## config.mk

```make
export PLATFORM = sky130hd
export DESIGN_NAME = kf8253_bus_master_flat
export DESIGN_NICKNAME = d
export VERILOG_FILES = /design/src/rtl/kf8253_bus_master_pkg.sv /design/src/rtl/kf8253_bus_master_if.sv /design/src/rtl/kf8253_bus_cycle.sv /design/src/rtl/kf8253_bus_master.sv /design/src/flat_wrapper.sv
export SDC_FILE = /design/constraint.sdc
export NUM_CORES = 1
export LEC_CHECK = 0
export BUFFER_PORTS_ARGS = -buffer_cell sky130_fd_sc_hd__buf_4
export CORE_MARGIN = 5
export CORE_UTILIZATION = 59
export CTS_CLUSTER_SIZE = 14
export DETAILED_ROUTE_END_ITERATION = 8
export HOLD_SLACK_MARGIN = 0.08
export PLACE_DENSITY = 0.93
export SLEW_MARGIN = 10
export SYNTH_ARGS = -nofsm -noshare
export SYNTH_HDL_FRONTEND = slang
export SYNTH_SLANG_ARGS = --single-unit
export TNS_END_PERCENT = 5
```

## constraint.sdc

```tcl
create_clock -name clock -period 5.6 [get_ports clock]
set_input_delay 0.84 -clock clock [delete_from_list [all_inputs] [get_ports clock]]
set_output_delay 0.84 -clock clock [all_outputs]
set_load 0.01 [all_outputs]
```

## src/rtl/kf8253_bus_master_pkg.sv

```systemverilog
// Shared constants and helpers for the 8253 PIT bus master.
// Holds FSM states, op encoding, control-word layout and the per-step transfer decode.
package kf8253_bus_master_pkg;

    // Bus-cycle FSM states
    localparam logic [1:0] ST_IDLE   = 2'd0;
    localparam logic [1:0] ST_SETUP  = 2'd1;
    localparam logic [1:0] ST_STROBE = 2'd2;
    localparam logic [1:0] ST_HOLD   = 2'd3;

    // Command op encoding
    localparam logic OP_PROGRAM = 1'b0;
    localparam logic OP_READ    = 1'b1;

    localparam logic [1:0] CTRL_ADDR       = 2'd3;
    localparam logic [1:0] INVALID_COUNTER = 2'd3;

    // Control-word field positions
    localparam int CW_SC_LSB  = 6;
    localparam int CW_RW_LSB  = 4;
    localparam int CW_M_LSB   = 1;
    localparam int CW_BCD_BIT = 0;

    // RW field values
    localparam logic [1:0] RW_LATCH   = 2'b00;
    localparam logic [1:0] RW_LSB_MSB = 2'b11;

    typedef struct packed {
        logic       is_read;
        logic [1:0] addr;
        logic [7:0] wdata;
    } xfer_t;

    function automatic logic [7:0] control_word(
        input logic [1:0] counter,
        input logic [1:0] rw,
        input logic [2:0] mode,
        input logic       bcd
    );
        logic [7:0] cw;
        cw = '0;
        cw[CW_SC_LSB +: 2] = counter;
        cw[CW_RW_LSB +: 2] = rw;
        cw[CW_M_LSB +: 3]  = mode;
        cw[CW_BCD_BIT]     = bcd;
        return cw;
    endfunction

    // Step 0 is always the control/latch write; steps 1-2 move LSB then MSB.
    function automatic xfer_t xfer_word(
        input logic        op,
        input logic [1:0]  counter,
        input logic [2:0]  mode,
        input logic        bcd,
        input logic [15:0] count,
        input logic [1:0]  step
    );
        xfer_t x;
        x.is_read = 1'b0;
        x.addr    = CTRL_ADDR;
        if (op == OP_READ)
            x.wdata = control_word(counter, RW_LATCH, 3'b000, 1'b0);
        else
            x.wdata = control_word(counter, RW_LSB_MSB, mode, bcd);
        case (step)
            2'd1: begin
                x.is_read = (op == OP_READ);
                x.addr    = counter;
                x.wdata   = (op == OP_READ) ? 8'h00 : count[7:0];
            end
            2'd2: begin
                x.is_read = (op == OP_READ);
                x.addr    = counter;
                x.wdata   = (op == OP_READ) ? 8'h00 : count[15:8];
            end
            default: ;
        endcase
        return x;
    endfunction

endpackage

```

## src/rtl/kf8253_bus_master_if.sv

```systemverilog
// Command/response and PIT bus signal bundle for kf8253_bus_master.
// master: the bus master's view; slave: requester plus PIT side.
interface kf8253_bus_master_if;
    logic        cmd_valid;
    logic        cmd_ready;
    logic        cmd_op;
    logic [1:0]  cmd_counter;
    logic [2:0]  cmd_mode;
    logic        cmd_bcd;
    logic [15:0] cmd_count;
    logic        rsp_valid;
    logic [15:0] rsp_data;
    logic        chip_select_n;
    logic        read_enable_n;
    logic        write_enable_n;
    logic [1:0]  address;
    logic [7:0]  data_bus_out;
    logic [7:0]  data_bus_in;

    modport master (
        input  cmd_valid, cmd_op, cmd_counter, cmd_mode, cmd_bcd, cmd_count,
        input  data_bus_in,
        output cmd_ready, rsp_valid, rsp_data,
        output chip_select_n, read_enable_n, write_enable_n, address, data_bus_out
    );

    modport slave (
        output cmd_valid, cmd_op, cmd_counter, cmd_mode, cmd_bcd, cmd_count,
        output data_bus_in,
        input  cmd_ready, rsp_valid, rsp_data,
        input  chip_select_n, read_enable_n, write_enable_n, address, data_bus_out
    );
endinterface

```

## src/rtl/kf8253_bus_cycle.sv

```systemverilog
// One SETUP/STROBE/HOLD access on the PIT bus with registered outputs.
// Ports: start/is_read/addr/wdata in; done (in HOLD), idle, rdata, PIT bus pins out.
module kf8253_bus_cycle
    import kf8253_bus_master_pkg::*;
#(
    parameter int STROBE_CYCLES = 2
) (
    input  logic       clock,
    input  logic       reset,
    input  logic       start,
    input  logic       is_read,
    input  logic [1:0] addr,
    input  logic [7:0] wdata,
    input  logic [7:0] data_bus_in,
    output logic       done,
    output logic       idle,
    output logic [7:0] rdata,
    output logic       chip_select_n,
    output logic       read_enable_n,
    output logic       write_enable_n,
    output logic [1:0] address,
    output logic [7:0] data_bus_out
);

    localparam logic [3:0] LAST = 4'(STROBE_CYCLES - 1);

    logic [1:0] state;
    logic [3:0] cnt;
    logic       rd_q;

    assign done = (state == ST_HOLD);
    assign idle = (state == ST_IDLE);

    always_ff @(posedge clock or posedge reset) begin
        if (reset) begin
            state          <= ST_IDLE;
            cnt            <= '0;
            rd_q           <= 1'b0;
            rdata          <= '0;
            chip_select_n  <= 1'b1;
            read_enable_n  <= 1'b1;
            write_enable_n <= 1'b1;
            address        <= '0;
            data_bus_out   <= '0;
        end else begin
            unique case (state)
                // HOLD may chain straight into the next SETUP
                ST_IDLE, ST_HOLD: begin
                    read_enable_n  <= 1'b1;
                    write_enable_n <= 1'b1;
                    if (start) begin
                        state         <= ST_SETUP;
                        chip_select_n <= 1'b0;
                        address       <= addr;
                        data_bus_out  <= is_read ? 8'h00 : wdata;
                        rd_q          <= is_read;
                    end else begin
                        state         <= ST_IDLE;
                        chip_select_n <= 1'b1;
                        address       <= '0;
                        data_bus_out  <= '0;
                    end
                end
                ST_SETUP: begin
                    state          <= ST_STROBE;
                    cnt            <= '0;
                    read_enable_n  <= !rd_q;
                    write_enable_n <= rd_q;
                end
                ST_STROBE: begin
                    if (cnt == LAST) begin
                        state          <= ST_HOLD;
                        read_enable_n  <= 1'b1;
                        write_enable_n <= 1'b1;
                        if (rd_q)
                            rdata <= data_bus_in;
                    end else begin
                        cnt <= cnt + 4'd1;
                    end
                end
            endcase
        end
    end

endmodule

```

## src/rtl/kf8253_bus_master.sv

```systemverilog
// Turns program/read commands into three sequenced 8253 bus cycles.
// Ports: clock, reset, bus (cmd_*, rsp_*, PIT chip_select_n/strobes/address/data).
module kf8253_bus_master
    import kf8253_bus_master_pkg::*;
#(
    parameter int STROBE_CYCLES = 2
) (
    input logic                  clock,
    input logic                  reset,
    kf8253_bus_master_if.master  bus
);

    logic        op_q;
    logic [1:0]  ctr_q;
    logic [2:0]  mode_q;
    logic        bcd_q;
    logic [15:0] count_q;
    logic [1:0]  step_q;
    logic [7:0]  lsb_q;
    logic        inv_busy;
    logic        rsp_valid_q;
    logic [15:0] rsp_data_q;

    logic        cmd_ready;
    logic        accept;
    logic        start_new;
    logic        advance;
    logic        cyc_done;
    logic        cyc_idle;
    logic [7:0]  cyc_rdata;
    xfer_t       xfer;

    logic        cs_n;
    logic        rd_n;
    logic        wr_n;
    logic [1:0]  addr;
    logic [7:0]  dout;

    assign cmd_ready = cyc_idle && !inv_busy;
    assign accept    = bus.cmd_valid && cmd_ready;
    assign start_new = accept && (bus.cmd_counter != INVALID_COUNTER);
    assign advance   = cyc_done && (step_q != 2'd2);

    // A fresh op decodes from the live inputs since capture lands this edge
    always_comb begin
        if (start_new)
            xfer = xfer_word(bus.cmd_op, bus.cmd_counter, bus.cmd_mode,
                             bus.cmd_bcd, bus.cmd_count, 2'd0);
        else
            xfer = xfer_word(op_q, ctr_q, mode_q, bcd_q, count_q,
                             step_q + 2'd1);
    end

    kf8253_bus_cycle #(
        .STROBE_CYCLES (STROBE_CYCLES)
    ) u_cycle (
        .clock          (clock),
        .reset          (reset),
        .start          (start_new || advance),
        .is_read        (xfer.is_read),
        .addr           (xfer.addr),
        .wdata          (xfer.wdata),
        .data_bus_in    (bus.data_bus_in),
        .done           (cyc_done),
        .idle           (cyc_idle),
        .rdata          (cyc_rdata),
        .chip_select_n  (cs_n),
        .read_enable_n  (rd_n),
        .write_enable_n (wr_n),
        .address        (addr),
        .data_bus_out   (dout)
    );

    always_ff @(posedge clock or posedge reset) begin
        if (reset) begin
            op_q        <= OP_PROGRAM;
            ctr_q       <= '0;
            mode_q      <= '0;
            bcd_q       <= 1'b0;
            count_q     <= '0;
            step_q      <= '0;
            lsb_q       <= '0;
            inv_busy    <= 1'b0;
            rsp_valid_q <= 1'b0;
            rsp_data_q  <= '0;
        end else begin
            rsp_valid_q <= 1'b0;
            inv_busy    <= 1'b0;
            if (accept) begin
                op_q    <= bus.cmd_op;
                ctr_q   <= bus.cmd_counter;
                mode_q  <= bus.cmd_mode;
                bcd_q   <= bus.cmd_bcd;
                count_q <= bus.cmd_count;
                step_q  <= 2'd0;
                // Counter 3 has no PIT target: one busy clock, no bus traffic
                if (bus.cmd_counter == INVALID_COUNTER) begin
                    inv_busy <= 1'b1;
                    if (bus.cmd_op == OP_READ) begin
                        rsp_valid_q <= 1'b1;
                        rsp_data_q  <= 16'hFFFF;
                    end
                end
            end
            if (advance) begin
                step_q <= step_q + 2'd1;
                if (step_q == 2'd1)
                    lsb_q <= cyc_rdata;
            end
            if (cyc_done && (step_q == 2'd2) && (op_q == OP_READ)) begin
                rsp_valid_q <= 1'b1;
                rsp_data_q  <= {cyc_rdata, lsb_q};
            end
        end
    end

    assign bus.cmd_ready      = cmd_ready;
    assign bus.rsp_valid      = rsp_valid_q;
    assign bus.rsp_data       = rsp_data_q;
    assign bus.chip_select_n  = cs_n;
    assign bus.read_enable_n  = rd_n;
    assign bus.write_enable_n = wr_n;
    assign bus.address        = addr;
    assign bus.data_bus_out   = dout;

endmodule

```

## src/flat_wrapper.sv

```systemverilog
// flat-port wrapper written by rule: the top's interface ports become plain ports
module kf8253_bus_master_flat import kf8253_bus_master_pkg::*;
#(
    parameter int STROBE_CYCLES = 2
)
  (clock, reset, bus_cmd_valid, bus_cmd_op, bus_cmd_counter, bus_cmd_mode, bus_cmd_bcd, bus_cmd_count, bus_data_bus_in, bus_cmd_ready, bus_rsp_valid, bus_rsp_data, bus_chip_select_n, bus_read_enable_n, bus_write_enable_n, bus_address, bus_data_bus_out);
  kf8253_bus_master_if bus_i ();
  input logic clock;
  input logic reset;
  input wire logic [$bits(bus_i.cmd_valid)-1:0] bus_cmd_valid;
  input wire logic [$bits(bus_i.cmd_op)-1:0] bus_cmd_op;
  input wire logic [$bits(bus_i.cmd_counter)-1:0] bus_cmd_counter;
  input wire logic [$bits(bus_i.cmd_mode)-1:0] bus_cmd_mode;
  input wire logic [$bits(bus_i.cmd_bcd)-1:0] bus_cmd_bcd;
  input wire logic [$bits(bus_i.cmd_count)-1:0] bus_cmd_count;
  input wire logic [$bits(bus_i.data_bus_in)-1:0] bus_data_bus_in;
  output wire logic [$bits(bus_i.cmd_ready)-1:0] bus_cmd_ready;
  output wire logic [$bits(bus_i.rsp_valid)-1:0] bus_rsp_valid;
  output wire logic [$bits(bus_i.rsp_data)-1:0] bus_rsp_data;
  output wire logic [$bits(bus_i.chip_select_n)-1:0] bus_chip_select_n;
  output wire logic [$bits(bus_i.read_enable_n)-1:0] bus_read_enable_n;
  output wire logic [$bits(bus_i.write_enable_n)-1:0] bus_write_enable_n;
  output wire logic [$bits(bus_i.address)-1:0] bus_address;
  output wire logic [$bits(bus_i.data_bus_out)-1:0] bus_data_bus_out;
  assign bus_i.cmd_valid = bus_cmd_valid;
  assign bus_i.cmd_op = bus_cmd_op;
  assign bus_i.cmd_counter = bus_cmd_counter;
  assign bus_i.cmd_mode = bus_cmd_mode;
  assign bus_i.cmd_bcd = bus_cmd_bcd;
  assign bus_i.cmd_count = bus_cmd_count;
  assign bus_i.data_bus_in = bus_data_bus_in;
  assign bus_cmd_ready = bus_i.cmd_ready;
  assign bus_rsp_valid = bus_i.rsp_valid;
  assign bus_rsp_data = bus_i.rsp_data;
  assign bus_chip_select_n = bus_i.chip_select_n;
  assign bus_read_enable_n = bus_i.read_enable_n;
  assign bus_write_enable_n = bus_i.write_enable_n;
  assign bus_address = bus_i.address;
  assign bus_data_bus_out = bus_i.data_bus_out;
  kf8253_bus_master #(.STROBE_CYCLES(STROBE_CYCLES)) u_core (.clock(clock), .reset(reset), .bus(bus_i));
endmodule
```

==> qor_table.md, run 1 <==
| Step | Result | Reported |
|---|---|---|
| status | Outcome | finished, final reports clean |
| grt | Global routing's busiest layer | met2 |
| floorplan | Vertical die dimension | 85.2 um |
| worst setup path | Crit path required time | 5840 ps |
| sta | Setup Total Neg Slack | 0 ps |
| cells and area | Leading cell type in the layout, fill and taps excluded | nand2_1 |
| cells and area | Most frequent cells in the layout | nand2_1, dfrtp_1, buf_4 |
| cts | Root buffer cell | clkbuf_8 |
| route | Avg Vias per Cell | 5.61 |
| placement | Worst setup slack after placement | 2800 ps |
| power and ir drop | Pwr/cell area | 582 nW/um^2 |
| synth | Sequential fraction of the synthesis area | 59.4% |
| worst setup path | Kind of end point of the critical path | register |
| worst setup path | Critical setup path kind | reg -> reg |
| worst hold path | Hold path startpoint | u_core.u_cycle.rd_q |
| cts | Resized Gates After CTS | 0 |
| placement | Final HPWL DP | 5.03 mm |
| grt | Met1 demand-to-capacity share in global routing | 26.1% |
| power and ir drop | Max rail drop VDD | 0.000299 V |
| grt | Antenna violations before repair | 0 |
| sta | Final number of hold-violating endpoints | 0 |
| synth | Netlist area before placement | 3340 um^2 |
| cts | Clock latency on the worst-skew pair | 350 ps |
| worst setup path | Worst-case reg-to-reg path depth | 6 |
| sta | Slew of the pin with the lowest slew margin | 1010 ps |
| worst setup path | Destination of the worst register-to-register timing path | u_core.u_cycle.data_bus_out[6] |
| route | Vias after detailed routing | 2496 |
| cells and area | Layout cells sized above 1 | 27.6% |
| sta | Maximum clock skew at final layout | 8.38 ps |
| floorplan | Row count | 27 |
| sta | Final number of setup-violating endpoints | 0 |
| floorplan | Floorplan core area | 5510 um^2 |
| grt | Global Route met2 Usage | 33.8% |
| power and ir drop | Overall power consumption | 2.36 mW |
| synth | Synth warnings | 0 |
| worst setup path | Reg2reg start | u_core.u_cycle.state[0] |
| sta | Share of the clock period used by the worst path | 46.5% |
| synth | XOR/XNOR share of the synthesized area | 0.525% |
| cts | Inserted Clock Buffers | 9 |
| cts | Worst-case clock buffer depth | 2 |
| grt | Met3 Use GR | 5.24% |
| worst setup path | Max incr delay on CP | 690 ps |
| grt | Largest net degree at the start of global routing | 80 |
| floorplan | Top-Level Pins | 65 |
| worst hold path | HP Class | reg -> reg |
| synth | Ranking of synthesized cells by area | dfrtp_1, nand2_1, mux2_2 |
| route | Wirelength per Cell | 16.1 um |
| cts | Clock slew at reported path FFs | 80 ps |
| sta | Slew HR | 32.5% |
| route | Count of antenna-violating nets left after detailed routing | 0 |
| worst hold path | Capture endpoint of the worst hold path | u_core.u_cycle.read_enable_n |
| cells and area | Total of fill cells in the finished design | 383 |
| route | Post-Route WL | 7.16 mm |
| synth | Number of distinct library cell variants in the gate-level netlist after synthesis | 39 |
| sta | Unrepaired setup endpoints after global routing | false |
| cells and area | Final Net Count | 413 |
| cts | Clock tree sinks | 79 |
| grt | First-pass GRT wire length | 11.9 mm |
| power and ir drop | Static Leak | 1.97 nW |
| synth | Mux contribution to synthesized area | 5.40% |
| synth | Area fraction of the dominant cell type after synthesis | 57.0% |
| synth | Basic-gate share of the synthesized area counting and, or, nand and nor cells | 13.9% |
| worst hold path | WHS Path Cells | 1 |
| worst setup path | Max stage delay cell, worst path | nand3b_1 |
| synth | Cell count after synthesis | 306 |
| grt | Total Routing Usage GR | 20.9% |
| placement | Final weighted congestion of routability-driven global placement | 0.905 |
| cts | Post CTS Setup Buffer Count | 0 |
| synth | Average cell area after synthesis | 10.9 um^2 |
| synth | Adder and majority gate portion of the synthesized area | 3.75% |
| cts | Cts hold-fix bufs | 0 |
| worst setup path | CP max FO | 29 |
| sta | Min Clock Period, post-route | 2600 ps |
| floorplan | Die width | 85.2 um |
| placement | Port Buffers | 64 |
| worst setup path | Worst R2R Setup Slack | 3000 ps |
| route | Initial detailed-routing violation count | 129 |
| worst setup path | Cell chain of the critical path | inv_1, ha_1, nand3b_1, a21oi_1, o21ai_0, o31ai_1 |
| floorplan | Die outline area | 7260 um^2 |
| synth | Seq cells post-synth | 79 |
| route | Residual DRC count | 0 |
| cells and area | Relative area change from synthesis to final layout | 21.8% |
| sta | Fmax achieved | 384 MHz |
| run | Max-cap violation count | 0 |
| grt | Vias in the first global route | 2468 |
| route | First-pass iteration count of the detailed router | 4 |
| cells and area | Antenna diodes | 0 |
| sta | Count of pins over their slew limit | 0 |
| cts | Total number of H-tree levels | 3 |
| floorplan | Initial Utilization | 60.6% |
| worst setup path | Worst Path Arrival | 2850 ps |
| grt | Congestion Overflow GR | 0 |
| synth | Net count after synthesis | 350 |
| synth | Area fraction in compound gates after synthesis | 13.9% |
| synth | Dominant combinational cell family by area after synthesis | compound AO/OA/AOI/OAI gates |
| cts | Clock tree from TritonCTS | yes |
| worst setup path | Crit path launch type | register |
| synth | Dominant cell type by area after synthesis | dfrtp_1 |
| sta | Final worst setup slack | 3000 ps |
sequential cells by signal, indices dropped and copies added (netlist names), 2 cells and up:
signal / flops
u_core.step_q: 2
u_core.u_cycle.address: 2
u_core.u_cycle.data_bus_out: 8
u_core.u_cycle.state: 2
u_core.u_cycle.cnt: 4
u_core.ctr_q: 2
u_core.bus.rsp_data: 16
u_core.u_cycle.rdata: 8
u_core.count_q: 16
u_core.mode_q: 3
u_core.lsb_q: 8
cell families after synthesis:
kind of cell               Yosys count
xor gates and xnor gates             2
AOI/OAI and AO/OA                   65
adders and majority gates           10
DFF                                 79
muxes                               16
and+or+nand+nor                    109
buffers and inverters               25
final cells by class:
| class | instances | area, um^2 | area share (%) |
|---|---|---|---|
| flip-flops and latches | 79 | 1980 | 48.7 |
| clock inverters | 6 | 86.3 | 2.12 |
| multi-input cells | 202 | 1250 | 30.8 |
| inverters | 12 | 45.0 | 1.11 |
| clock buffers | 9 | 124 | 3.05 |
| repair buffers | 65 | 488 | 12.0 |
| well taps | 72 | 90.1 | 2.22 |
synth_stat cells, drive strengths merged:
| master | count |
|---|---|
| nor2 | 7 |
| a21o | 1 |
| ha | 10 |
| o32ai | 1 |
| a31oi | 2 |
| nor2b | 2 |
| nand2 | 83 |
| dfstp | 3 |
| dfrtp | 76 |
| buf | 5 |
| or2 | 1 |
| or3b | 1 |
| o22ai | 2 |
| o31ai | 2 |
| xor2 | 1 |
| nand3 | 6 |
| xnor2 | 1 |
| a221o | 4 |
| nand3b | 1 |
| nor3 | 5 |
| a22oi | 8 |
| and3b | 1 |
| nand2b | 1 |
| o22a | 16 |
| o21ai | 9 |
| nand4 | 1 |
| a21oi | 14 |
| clkbuf | 8 |
| a211oi | 1 |
| inv | 12 |
| a2111o | 1 |
| mux2 | 16 |
| a211o | 2 |
| o2bb2ai | 1 |
| o21a | 1 |
critical path: cells and delay by family, from the launching register on:
family,cells,cell delay [ps]
AO/OA/AOI/OAI,3,1100
adder cells (fa/ha/maj),1,190
AND/OR/NAND/NOR,1,690
buffers and inverters,1,120
flip-flops,1,410
power by group:
group	leakage [nW]	internal, mW	switching, mW
logic	0.908	0.417	0.478
clock network	0.105	0.247	0.200
registers	0.960	0.843	0.179
worst max path at each step:
stage / from / end / slack, ps
6_report: u_core.u_cycle.state[0] / u_core.u_cycle.data_bus_out[6] / 3000
5_1_grt: u_core.u_cycle.state[0] / u_core.u_cycle.data_bus_out[6] / 2760
4_1_cts: u_core.u_cycle.state[0] / u_core.u_cycle.data_bus_out[6] / 2990
3_5_place_dp: bus_cmd_valid / u_core.u_cycle.data_bus_out[6] / 2800
3_3_place_gp: bus_cmd_valid / u_core.u_cycle.data_bus_out[0] / 2960
2_1_floorplan: reset / u_core.bcd_q / 2740
through the flow:
| step | std cells | hold slack [ps] | util [%] | instance area, um^2 |
|---|---|---|---|---|
| finish | 445 | 468 | 73.8 | 4060 |
| global route | 445 | 481 | 73.8 | 4060 |
| CTS | 445 | 466 | 73.8 | 4060 |
| detailed placement | 430 | 456 | 70.0 | 3850 |
| global placement | 430 | 454 | 70.0 | 3850 |
| floorplan | 306 | 415 | - | 3340 |
routing by layer:
layer / up-vias / share of wire [%]
li1: 1179 / -
met1: 1214 / 42
met2: 85 / 49
met3: 18 / 6.4
met4: 0 / 2.6
met5: - / 0
Note: power is estimated with default switching activity, not from simulation.
==> run 2, diff against run 1 <==
- CORE_UTILIZATION: 59 -> 54
- PLACE_DENSITY: 0.93 -> 0.87
- clock period: 5.6 -> 2.55 ns (I/O delays scaled with it)
==> run 2 against run 1 <==
Net effect:
- critical path type unchanged
- sequential power grew 120%
- hold slack lost 350 ps
- die area grew 8.2%
- first-iteration DRC count shrank 20%
==> qor_table.md, run 2 (synthesis gave the netlist of run 1 again) <==
| Step | Result | Reported | Change |
|---|---|---|---|
| status | Outcome | finished, final reports clean |  |
| sta | Final-layout worst hold slack | 115 ps | -352 ps |
| worst setup path | Timing startpoint of the critical path | u_core.u_cycle.state[0] |  |
| worst setup path | Crit path launch type | register |  |
| worst setup path | Buf/Inv on CP | 1 | unchanged |
| worst setup path | CP max FO | 12 | -59% |
| floorplan | Die outline area | 7850 um^2 | +8.2% |
| route | Wirelength per Cell | 16.9 um | +5.1% |
| sta | Setup Total Neg Slack | 0 ps | unchanged |
| grt | Total Routing Usage GR | 21.4% | +0.54 points |
| sta | Maximum clock skew at final layout | 4.60 ps | -3.78 ps |
| worst setup path | Destination of the worst register-to-register timing path | u_core.u_cycle.data_bus_out[3] |  |
| placement | Final weighted congestion of routability-driven global placement | 0.802 | -11% |
| cts | Inserted Clock Buffers | 9 | unchanged |
| worst setup path | Kind of cell adding the most delay to the critical path | simple AND/OR/NAND/NOR gates |  |
| worst setup path | Kind of end point of the critical path | register |  |
| placement | Port Buffers | 64 | unchanged |
| cts | Root buffer cell | clkbuf_8 |  |
| sta | Min Clock Period, post-route | 2190 ps | -418 ps |
| cells and area | Area taken by flip-flops and latches | 1980 um^2 | unchanged |
| cells and area | Leading cell type in the layout, fill and taps excluded | nand2_1 |  |
| grt | Largest net degree at the start of global routing | 30 | -63% |
| worst setup path | Cell chain of the critical path | inv_1, ha_1, and3b_1, nand2_1, nor3_1, a221o_1 |  |
| cts | Clock tree sinks | 79 | unchanged |
| power and ir drop | Overall power consumption | 5.13 mW | +120% |
| worst setup path | Worst Path Arrival | 2470 ps | -380 ps |
| placement | Worst setup slack after placement | 430 ps | -2370 ps |
| cells and area | Antenna diodes | 0 | unchanged |
| cts | Resized Gates After CTS | 0 | unchanged |
| grt | Vias in the first global route | 2693 | +9.1% |
| grt | Congestion Overflow GR | 0 | unchanged |
| cts | Clock latency on the worst-skew pair | 340 ps | about the same |
| cts | Cts hold-fix bufs | 0 | unchanged |
| sta | Final number of hold-violating endpoints | 0 | unchanged |
| sta | Slew of the pin with the lowest slew margin | 686 ps | -324 ps |
| cts | Total number of H-tree levels | 3 | unchanged |
| sta | Final worst setup slack | 363 ps | -2630 ps |
| placement | Placed cells | 437 | +1.6% |
| cts | Clock slew at reported path FFs | 80 ps | about the same |
| cells and area | Total of fill cells in the finished design | 462 | +21% |
| floorplan | Die width | 88.6 um | +4.0% |
| cells and area | Relative area change from synthesis to final layout | 22.5% |  |
| route | Avg Vias per Cell | 5.61 | about the same |
| sta | Fmax achieved | 457 MHz | +19% |
| cts | Clock tree from TritonCTS | yes |  |
| grt | First-pass GRT wire length | 12.6 mm | +5.9% |
| worst setup path | Critical setup path kind | reg -> reg |  |
| sta | Count of pins over their slew limit | 0 | unchanged |
| floorplan | Initial Utilization | 56.0% | -4.6 points |
| worst setup path | Max incr delay on CP | 560 ps | -130 ps |
| floorplan | Top-Level Pins | 65 | unchanged |
| cells and area | Most frequent cells in the layout | nand2_1, dfrtp_1, buf_4 |  |
| power and ir drop | Pwr/cell area | 1250 nW/um^2 | +120% |
| floorplan | Vertical die dimension | 88.6 um | +4.0% |
| worst setup path | Worst-case reg-to-reg path depth | 6 | unchanged |
| sta | Slew HR | 53.9% | +21 points |
| run | Max-cap violation count | 0 | unchanged |
| cells and area | Layout cells sized above 1 | 28.1% | +0.50 points |
| floorplan | Floorplan core area | 5960 um^2 | +8.2% |
| route | Initial detailed-routing violation count | 103 | -20% |
| placement | Final HPWL DP | 5.46 mm | +8.5% |
| worst setup path | Crit path required time | 2830 ps | -3010 ps |
| worst setup path | Reg2reg start | u_core.u_cycle.state[0] |  |
| cells and area | Multi-input gate area | 1250 um^2 | unchanged |
| worst setup path | Max stage delay cell, worst path | nor3_1 |  |
| route | Vias after detailed routing | 2535 | +1.6% |
| worst setup path | Worst R2R Setup Slack | 360 ps | -2630 ps |
| cts | Post CTS Setup Buffer Count | 0 | unchanged |
| grt | Antenna violations before repair | 0 | unchanged |
| route | Residual DRC count | 0 | unchanged |
| cells and area | Fin cells | 452 | +1.6% |
| power and ir drop | Static Leak | 1.98 nW | +0.35% |
| floorplan | Row count | 28 | +3.7% |
| route | Post-Route WL | 7.64 mm | +6.8% |
| route | First-pass iteration count of the detailed router | 4 | unchanged |
| sta | Final number of setup-violating endpoints | 0 | unchanged |
| cells and area | Final Net Count | 417 | +0.97% |
| worst hold path | HP Class | in -> async |  |
| power and ir drop | Max rail drop VDD | 0.000630 V | +110% |
| cts | Worst-case clock buffer depth | 2 | unchanged |
| sta | Unrepaired setup endpoints after global routing | false |  |
| sta | Share of the clock period used by the worst path | 85.8% | +39 points |
| route | Count of antenna-violating nets left after detailed routing | 0 | unchanged |
[run 2: how the worst max path moves through the flow]
| stage | to | cells past startpoint |
|---|---|---|
| after global routing | u_core.u_cycle.data_bus_out[0] | 6 |
| after floorplan | u_core.bcd_q | 1 |
| after CTS | u_core.u_cycle.data_bus_out[3] | 6 |
| after global placement | u_core.u_cycle.data_bus_out[3] | 6 |
| after detailed placement | u_core.u_cycle.data_bus_out[3] | 6 |
| final | u_core.u_cycle.data_bus_out[3] | 6 |
[run 2: worst reg2reg max path, stage by stage, from the launching register on]
cell     delay (ps)
dfrtp_1         410
inv_1           110
ha_1            180
and3b_1         450
nand2_1         150
nor3_1          560
a221o_1         260
[run 2: final cells by class]
class,count,share of cell area [%]
Inverter,12,1.10
Timing Repair Buffer,69,13.0
Clock inverter,5,1.44
Multi-Input combinational cell,202,30.6
Tap cell,75,2.30
Clock buffer,10,3.12
Sequential cell,79,48.5
[run 2: report_power, final]
group,leakage (nW),switching [mW],internal (mW)
Combinational,0.931,1.08,0.932
Clock,0.0888,0.440,0.449
Sequential,0.960,0.378,1.85
Total,1.98,1.89,3.23
[run 2: metrics by stage]
stage                     util (%)  cell area (um^2)
after floorplan                  -              3340
after global routing          68.6              4090
after global placement        65.5              3900
after detailed placement      65.5              3900
final                         68.6              4090
after CTS                     68.6              4090
[run 2: metal layers]
metal / GRT usage, % / share of wire [%] / wire (um)
met5: 0 / 0 / 0
met4: 11.8 / 3.1 / 240
met3: 5.12 / 5.3 / 405
met2: 36.5 / 52 / 3980
met1: 24.8 / 39 / 3010
==> run 3, diff against run 2 <==
- PLACE_DENSITY: 0.87 -> 0.78
==> run 3 against run 2 <==
Net effect:
- sequential share of layout area shrank 0.38 points
- core utilization is 0.55 points higher
- setup slack improved by 110 ps
- wire length decreased by 7.8%
- die area unchanged
- sequential power is essentially flat
- combinational power barely moved
- highest routed layer unchanged
==> qor_table.md, run 3 (synthesis gave the netlist of run 1 again) <==
| Step | Result | Reported | Change |
|---|---|---|---|
| status | Outcome | finished, final reports clean |  |
| sta | Final number of setup-violating endpoints | 0 | unchanged |
| cts | Cts hold-fix bufs | 0 | unchanged |
| sta | Setup Total Neg Slack | 0 ps | unchanged |
| route | Post-Route WL | 7.04 mm | -7.8% |
| sta | Final-layout worst hold slack | 82.4 ps | -33.1 ps |
| cts | Clock latency on the worst-skew pair | 340 ps | about the same |
| worst setup path | Crit path required time | 2840 ps | about the same |
| grt | Largest net degree at the start of global routing | 57 | +90% |
| cts | Worst-case clock buffer depth | 2 | unchanged |
| power and ir drop | Share of power burned in the clock network | 19.5% | +2.2 points |
| grt | Vias in the first global route | 2479 | -7.9% |
| cts | Root buffer cell | clkbuf_8 |  |
| placement | Final HPWL DP | 5.04 mm | -7.7% |
| route | Initial detailed-routing violation count | 94 | -8.7% |
| grt | Congestion Overflow GR | 0 | unchanged |
| route | Wirelength per Cell | 15.5 um | -8.0% |
| placement | Final weighted congestion of routability-driven global placement | 0.829 | +3.4% |
| worst hold path | HP Class | in -> async |  |
| worst setup path | Cell chain of the critical path | inv_1, ha_1, and3b_1, nand4_1, nand2_1, o22a_1 |  |
| worst setup path | Crit path launch type | register |  |
| worst setup path | Worst Path Arrival | 2370 ps | -100 ps |
| power and ir drop | Pwr/cell area | 1260 nW/um^2 | +0.80% |
| sta | Final number of hold-violating endpoints | 0 | unchanged |
| sta | Slew HR | 59.7% | +5.8 points |
| run | Max-cap violation count | 0 | unchanged |
| sta | Count of pins over their slew limit | 0 | unchanged |
| route | Count of antenna-violating nets left after detailed routing | 0 | unchanged |
| route | First-pass iteration count of the detailed router | 4 | unchanged |
| cells and area | Antenna diodes | 0 | unchanged |
| cells and area | Relative area change from synthesis to final layout | 23.4% |  |
| power and ir drop | Share of total power in combinational logic | 37.9% | -1.3 points |
| floorplan | Floorplan core area | 5960 um^2 | unchanged |
| cells and area | Most frequent cells in the layout | nand2_1, dfrtp_1, buf_4 |  |
| route | Avg Vias per Cell | 5.43 | -3.1% |
| cts | Clock slew at reported path FFs | 80 ps | about the same |
| sta | Min Clock Period, post-route | 2080 ps | -106 ps |
| cts | Clock tree from TritonCTS | yes |  |
| worst setup path | Kind of end point of the critical path | register |  |
| route | Residual DRC count | 0 | unchanged |
| grt | First-pass GRT wire length | 11.5 mm | -8.7% |
| power and ir drop | Static Leak | 2.00 nW | +1.2% |
| cts | Post CTS Setup Buffer Count | 0 | unchanged |
| floorplan | Initial Utilization | 56.0% | unchanged |
| sta | Maximum clock skew at final layout | 10.4 ps | +5.82 ps |
| floorplan | Top-Level Pins | 65 | unchanged |
| cts | Resized Gates After CTS | 0 | unchanged |
| sta | Slew of the pin with the lowest slew margin | 603 ps | -82.8 ps |
| cells and area | Layout cells sized above 1 | 28.3% | +0.19 points |
| sta | Unrepaired setup endpoints after global routing | false |  |
| power and ir drop | Switching share of power | 35.9% | -1.0 points |
| grt | Antenna violations before repair | 0 | unchanged |
| grt | Total Routing Usage GR | 19.3% | -2.1 points |
| power and ir drop | Portion of total power attributed to sequential cells | 42.5% | -1.0 points |
| floorplan | Die outline area | 7850 um^2 | unchanged |
| route | Vias after detailed routing | 2461 | -2.9% |
| worst setup path | Max stage delay cell, worst path | nand2_1 |  |
| placement | Port Buffers | 64 | unchanged |
| sta | Share of the clock period used by the worst path | 81.6% | -4.1 points |
| power and ir drop | Max rail drop VDD | 0.000707 V | +12% |
| cells and area | Total of fill cells in the finished design | 454 | -1.7% |
| floorplan | Die width | 88.6 um | unchanged |
| worst setup path | Critical setup path kind | reg -> reg |  |
| cts | Total number of H-tree levels | 3 | unchanged |
| sta | Fmax achieved | 480 MHz | +5.1% |
| worst setup path | Max incr delay on CP | 480 ps | -80 ps |
| floorplan | Row count | 28 | unchanged |
| power and ir drop | Design internal power | 3.34 mW | +3.3% |
| worst setup path | CP max FO | 17 | +5 |
| cts | Clock tree sinks | 79 | unchanged |
| cells and area | Leading cell type in the layout, fill and taps excluded | nand2_1 |  |
| cts | Inserted Clock Buffers | 9 | unchanged |
| cells and area | Final Net Count | 417 | unchanged |
| floorplan | Vertical die dimension | 88.6 um | unchanged |
| power and ir drop | Power spent charging and discharging nets | 1.87 mW | -1.3% |
-- run 3: changes by cell type in the layout (fill, tap and decap cells not counted) --
cell        change
inv_6           +1
clkinvlp_4      -2
bufinv_16       +1
clkinv_4        +1
-- run 3: stage by stage --
stage	setup WS [ps]	utilization, %	total power [mW]	area (um^2)	instances
detailed placement	456	65.5	4.23	3900	437
finish	469	69.2	5.21	4120	453
CTS	447	69.2	5.25	4120	453
floorplan	149	-	3.46	3340	306
global route	247	69.2	5.59	4120	453
global placement	529	65.5	4.15	3900	437
-- run 3: routing by layer --
metal	vias up	GRT usage, %	routed length (um)
li1	1194	-	-
met1	1200	24.9	3080
met2	57	31.1	3450
met3	10	5.49	394
met4	0	7.28	119
met5	-	0	0
-- run 3: cell type report --
| class | count | area [um^2] | share of cell area (%) |
|---|---|---|---|
| flip-flops and latches | 79 | 1980 | 48.1 |
| repair buffers | 69 | 531 | 12.9 |
| clock inverters | 6 | 91.3 | 2.22 |
| well taps | 75 | 93.8 | 2.28 |
| inverters | 12 | 45.0 | 1.09 |
| multi-input cells | 202 | 1250 | 30.3 |
| clock buffers | 10 | 128 | 3.10 |
-- run 3: power by group through the flow --
| stage | Sequential (mW) | Clock (mW) | Combinational (mW) |
|---|---|---|---|
| final | 2.22 | 1.02 | 1.98 |
| after global routing | 2.28 | 1.09 | 2.23 |
| after CTS | 2.21 | 1.04 | 2.00 |
| after detailed placement | 2.24 | 0 | 2.00 |
| after global placement | 2.21 | 0 | 1.94 |
| after floorplan | 2.25 | 0 | 1.21 |
-- run 3: path summary, 6_finish.rpt --
check | startpoint | endpoint | slack [ps] | depth (start not counted)
worst max register to register | u_core.u_cycle.state[0] | u_core.bus.rsp_data[1] | 470 | 6
max in group asynchronous | reset | u_core.count_q[8] | 1810 | 3
min in group clock | bus_cmd_count[2] | u_core.count_q[2] | 220 | 3
worst max-delay path | u_core.u_cycle.state[0] | u_core.bus.rsp_data[1] | 470 | 6
worst min register to register | u_core.count_q[9] | u_core.count_q[9] | 480 | 2
worst min-delay path | reset | u_core.u_cycle.data_bus_out[7] | 80 | 2
-- run 3: critical path, delay by kind of cell, from the launching register on --
| kind | cells | cell delay [ps] |
|---|---|---|
| compound gates | 1 | 240 |
| fa+ha+maj | 1 | 190 |
| buf+inv | 1 | 110 |
| flops | 1 | 410 |
| simple gates | 3 | 1080 |
